File: config.mk
export PLATFORM = sky130hd
export DESIGN_NAME = demux_scheduler
export DESIGN_NICKNAME = d
export VERILOG_FILES = /design/src/rtl/demux_sched_pkg.sv /design/src/rtl/onehot_demux4.sv /design/src/rtl/demux_scheduler.sv
export SDC_FILE = /design/constraint.sdc
export NUM_CORES = 1
export LEC_CHECK = 0
export BUFFER_PORTS_ARGS = -buffer_cell sky130_fd_sc_hd__buf_2
export CAP_MARGIN = 20
export CORE_AREA = 2 2 48 50
export CTS_BUF_LIST = sky130_fd_sc_hd__clkbuf_4
export CTS_CLUSTER_DIAMETER = 80
export DETAILED_ROUTE_END_ITERATION = 6
export DIE_AREA = 0 0 50 52
export HOLD_SLACK_MARGIN = 0.12
export PLACE_DENSITY = 0.72
export RECOVER_POWER = 50
export SYNTH_ARGS = -nofsm -noshare
export SYNTH_HDL_FRONTEND = slang
export SYNTH_SLANG_ARGS = --single-unit
File: constraint.sdc
create_clock -name clk -period 1.4 [get_ports clk]
set_input_delay 0.14 -clock clk [delete_from_list [all_inputs] [get_ports clk]]
set_output_delay 0.14 -clock clk [all_outputs]
set_load 0.01 [all_outputs]
File: src/rtl/demux_sched_pkg.sv
// Shared types and constants for the 1-to-4 demux scheduler.
package demux_sched_pkg;
   localparam logic MODE_RR    = 1'b0;
   localparam logic MODE_FIXED = 1'b1;
   localparam int   SINKS      = 4;

   typedef enum logic {
      EMPTY = 1'b0,
      FULL  = 1'b1
   } state_t;
endpackage

File: src/rtl/onehot_demux4.sv
// One-hot decode of the demux enable by its 2-bit select.
module onehot_demux4
   import demux_sched_pkg::*;
(
   input  logic             en,
   input  logic [1:0]       sel,
   output logic [SINKS-1:0] vld
);
   assign vld = en ? (SINKS'(1) << sel) : '0;
endmodule

File: src/rtl/demux_scheduler.sv
// Single-entry buffered dispatcher driving a 1-to-4 demux, round-robin
// in bursts of BURST words or routed to a fixed sink.
module demux_scheduler
   import demux_sched_pkg::*;
#(
   parameter int WIDTH = 8,
   parameter int BURST = 4
) (
   input  logic             clk,
   input  logic             rst_n,
   input  logic             in_valid,
   output logic             in_ready,
   input  logic [WIDTH-1:0] in_data,
   input  logic             mode,
   input  logic [1:0]       fixed_sel,
   input  logic [SINKS-1:0] sink_ready,
   output logic [1:0]       out_sel,
   output logic             out_enable,
   output logic [SINKS-1:0] out_valid,
   output logic [WIDTH-1:0] out_data,
   output logic             rotate
);
   state_t           state;
   logic [1:0]       cur, sel_q;
   logic [3:0]       cnt;
   logic [WIDTH-1:0] data_q;
   logic             rotate_q;
   logic             accept, deliver;

   // Only the buffered word's sink matters; a stalled sink blocks everything.
   assign in_ready = (state == EMPTY) | sink_ready[sel_q];
   assign accept   = in_valid & in_ready;
   assign deliver  = (state == FULL) & sink_ready[sel_q];

   always_ff @(posedge clk) begin
      if (!rst_n) begin
         state    <= EMPTY;
         cur      <= '0;
         cnt      <= '0;
         sel_q    <= '0;
         data_q   <= '0;
         rotate_q <= 1'b0;
      end else begin
         rotate_q <= 1'b0;
         if (accept) begin
            state  <= FULL;
            data_q <= in_data;
            sel_q  <= (mode == MODE_FIXED) ? fixed_sel : cur;
            // Fixed-route words leave the RR position untouched so RR resumes mid-burst.
            if (mode == MODE_RR) begin
               if (cnt == 4'(BURST - 1)) begin
                  cnt      <= '0;
                  cur      <= cur + 2'd1;
                  rotate_q <= 1'b1;
               end else begin
                  cnt <= cnt + 4'd1;
               end
            end
         end else if (deliver) begin
            state <= EMPTY;
         end
      end
   end

   assign out_enable = (state == FULL);
   assign out_sel    = sel_q;
   assign out_data   = data_q;
   assign rotate     = rotate_q;

   onehot_demux4 u_decode (
      .en  (out_enable),
      .sel (sel_q),
      .vld (out_valid)
   );
endmodule
==> impl_metrics.csv <==
group,metric,value,unit
outcome,status,"finished, violations left",
outcome,violations,"setup timing",
layout,final-instance-count-excl-fill,173,
global_route,grt_use_total,0.162,
critical_path,endpoint_kind,"primary output",
hold_path,hold_end,"out_enable$_SDFFE_PN0P_",
critical_path,r2r_slack,-0.02,ns
global_route,grt_start_max_net_pins,25,
yosys,netlist-cell-type-count,28,
yosys,synth-edff-count,0,
yosys,synthMuxAreaShare,0.0916,
floorplan,die_w,50,µm
global_route,grt_pass1_wl,3230,µm
floorplan,core,0.00211,mm²
critical_path,cp.required,1.26,ns
clock_network,cts_buffers,3,
placement,dp_slack,-0.0487,ns
sta,hold_viol,0,
power,power.density,820,mW/mm²
layout,num-fill-cells,187,
layout,areaGrowthSynthToFinish,49.6,%
layout,fin_nets,165,
placement,dp.cells,157,
layout,final_core_utilization,0.592,
clock_network,htreeDepth,1,
route,via_per_inst,4.83,
route,ant_nets,0,
yosys,yosys.area_share.adder,0.0150,
route,vias,836,
critical_path,crit_fanout,3,
sta,whs,0.152,ns
clock_network,root_buffer,"clkbuf_4",
yosys,avgSynthCellArea,8.68,µm²
power,vdd_drop_max,0.512,mV
yosys,synthCells,96,
critical_path,setup.worst_path.class,"flop to primary output",
yosys,syn_nets,115,
sta,setup_viol,10,
sta,fin_worst_skew,0.00204,ns
floorplan,die_height,52,µm
clock_network,cts.path.max_buffers,2,
flow_run,timing.max_cap.violations,0,
critical_path,rr_endpoint,"out_data[5]$_SDFFE_PN0P_",
floorplan,die_area,0.00260,mm²
sta,grt_setup_unrepaired,"true",
critical_path,timing.rr.start,"out_sel[1]$_SDFFE_PN0P_",
route,drt_iter0_drc,7,
yosys,ys.flop_type,"dfxtp_1",
placement,dpl-instance-area,0.00106,mm²
global_route,overflow,0,
yosys,synth_seq_cells,18,
placement,dpl.hpwl,1360,µm
sta,period_share,1.02,
power,total_power,1.02,mW
yosys,synth_top_family_by_area,"simple AND/OR/NAND/NOR gates",
yosys,synthXorXnorAreaFrac,0,
clock_network,clkLatencyLatePin,0.29,ns
route,dr.pass1.iters,4,
yosys,yosysSeqAreaShare,0.432,
clock_network,cts_tree,"done",
sta,fmax,697,MHz
sta,tightest_slew,0.401,ns
clock_network,clk_pin_slew,0.10,ns
route,wl_per_cell,11.6,µm
route,drt_wl_total,2010,µm
clock_network,numClockSinks,18,
critical_path,crit_path_start_kind,"flop",
sta,timing.setup.tns,-0.142,ns
placement,portBuffers,34,
sta,drv_slew,0,
global_route,antenna_found_initial,0,
layout,drive_above_1_share,0.359,
global_route,first_global_vias,744,
yosys,synth_area,833,µm²
sta,final.min_clock_period,1.43,ns
yosys,synth-simple-area-share,0.267,
placement,gp_congestion,0.703,
yosys,yosysWarnings,0,
floorplan,initial_core_util,0.396,
critical_path,worstPathArrival,1.29,ns
hold_path,hold_depth,3,
critical_path,r2r_cells,5,
layout,insertedDiodeCount,0,
sta,max_slew_margin,0.733,
hold_path,min-delay-start,"in_valid",
yosys,synth_async_sr_flop_share,0,
floorplan,ioPinCount,35,
hold_path,hp-class,"input pin to flop",
power,power.leakage,0.564,nW
route,drc,0,
layout,stdcell_area,0.00125,mm²
floorplan,rows,17,
yosys,synth_compound_area_frac,0.150,
sta,post-route-worst-setup-slack,-0.0349,ns
-- how the worst max path moves through the flow --
stage / slack (ns) / from / endpoint / cells after the start
after CTS: -0.03 / out_sel[1]$_SDFFE_PN0P_ / in_ready / 3
after global placement: 0.04 / out_sel[0]$_SDFFE_PN0P_ / cnt[3]$_SDFFE_PN0P_ / 4
after floorplan: -0.01 / out_sel[1]$_SDFFE_PN0P_ / cnt[2]$_SDFFE_PN0P_ / 5
after detailed placement: -0.05 / out_enable$_SDFFE_PN0P_ / out_sel[1]$_SDFFE_PN0P_ / 5
final: -0.03 / out_sel[1]$_SDFFE_PN0P_ / in_ready / 3
after global routing: -0.07 / out_enable$_SDFFE_PN0P_ / cnt[1]$_SDFFE_PN0P_ / 5
-- area by class of cell --
| type | instances | area [µm²] | share of cell area |
|---|---|---|---|
| multi-input combinational | 71 | 488 | 0.392 |
| tap | 28 | 35.0 | 0.0281 |
| clock buffer | 3 | 22.5 | 0.0181 |
| inverter | 1 | 3.75 | 0.00301 |
| sequential | 18 | 365 | 0.293 |
| clock inverter | 1 | 3.75 | 0.00301 |
| timing repair buffer | 51 | 328 | 0.263 |
-- Yosys cell counts (2+ instances only) --
cell / number / area [µm²]
o21ai_0: 6 / 30.0
nor2b_1: 2 / 12.5
nand3_1: 12 / 60.1
clkbuf_1: 2 / 7.51
dfxtp_1: 18 / 360
nor3b_1: 2 / 15.0
and3_1: 2 / 12.5
and2_1: 2 / 12.5
o21ai_1: 6 / 30.0
mux2i_1: 4 / 40.0
nand2_1: 18 / 67.6
mux2_2: 2 / 22.5
buf_2: 2 / 10.0
nand2b_1: 4 / 25.0
-- sequential cells by signal (all words and copies together) (netlist names) --
signal      cells
out_sel         2
rotate          1
out_data        8
cnt             4
cur             2
out_enable      1
-- power by group --
group / internal [mW] / switching (mW)
clock: 0.104 / 0.160
sequential: 0.534 / 0.0164
combinational: 0.105 / 0.103
total: 0.743 / 0.279
-- timing repair --
| item | in CTS | in global routing |
|---|---|---|
| gates resized for setup | 4 | 15 |
| setup buffers | 3 | 1 |
| hold buffers | 8 | 0 |
| setup endpoints to repair | 16 | 21 |
| hold endpoints to repair | 8 | 0 |
| pin swaps | 2 | 3 |
-- metal layers --
metal / vias up / share of wire / global-route usage
li1: 432 / - / -
met1: 377 / 0.41 / 0.185
met2: 23 / 0.52 / 0.292
met3: 4 / 0.053 / 0.0316
met4: 0 / 0.011 / 0.0694
met5: - / 0 / 0
-- cells in the final DEF (no fill, tap or decap), types with 2 or more instances in the layout --
cell type / synthesis / routed
and3_1: 2 / 2
buf_2: 2 / 26
buf_4: 0 / 6
buf_6: 1 / 2
clkbuf_1: 2 / 8
clkbuf_4: 0 / 3
dfxtp_1: 18 / 16
dlygate4sd3_1: 0 / 8
mux2_2: 2 / 2
mux2i_1: 4 / 3
mux2i_4: 0 / 2
nand2_1: 18 / 17
nand2b_1: 4 / 4
nand3_1: 12 / 9
nand3_2: 0 / 3
nor3b_1: 2 / 2
o21ai_1: 6 / 10
-- logic make-up (layout without fill, tap and decap cells) --
family | after synthesis | in the layout
AO/OA/AOI/OAI | 18 | 18
adder cells (fa/ha/maj) | 1 | 1
buffers and inverters | 7 | 56
flip-flops | 18 | 18
multiplexers | 7 | 7
AND/OR/NAND/NOR | 45 | 45
-- worst max-delay path: stages (launching register included) --
cell     delay (ns)
dfxtp_4        0.39
mux2i_4        0.20
a22oi_1        0.24
buf_2          0.18
(Power assumes the default switching activity.)
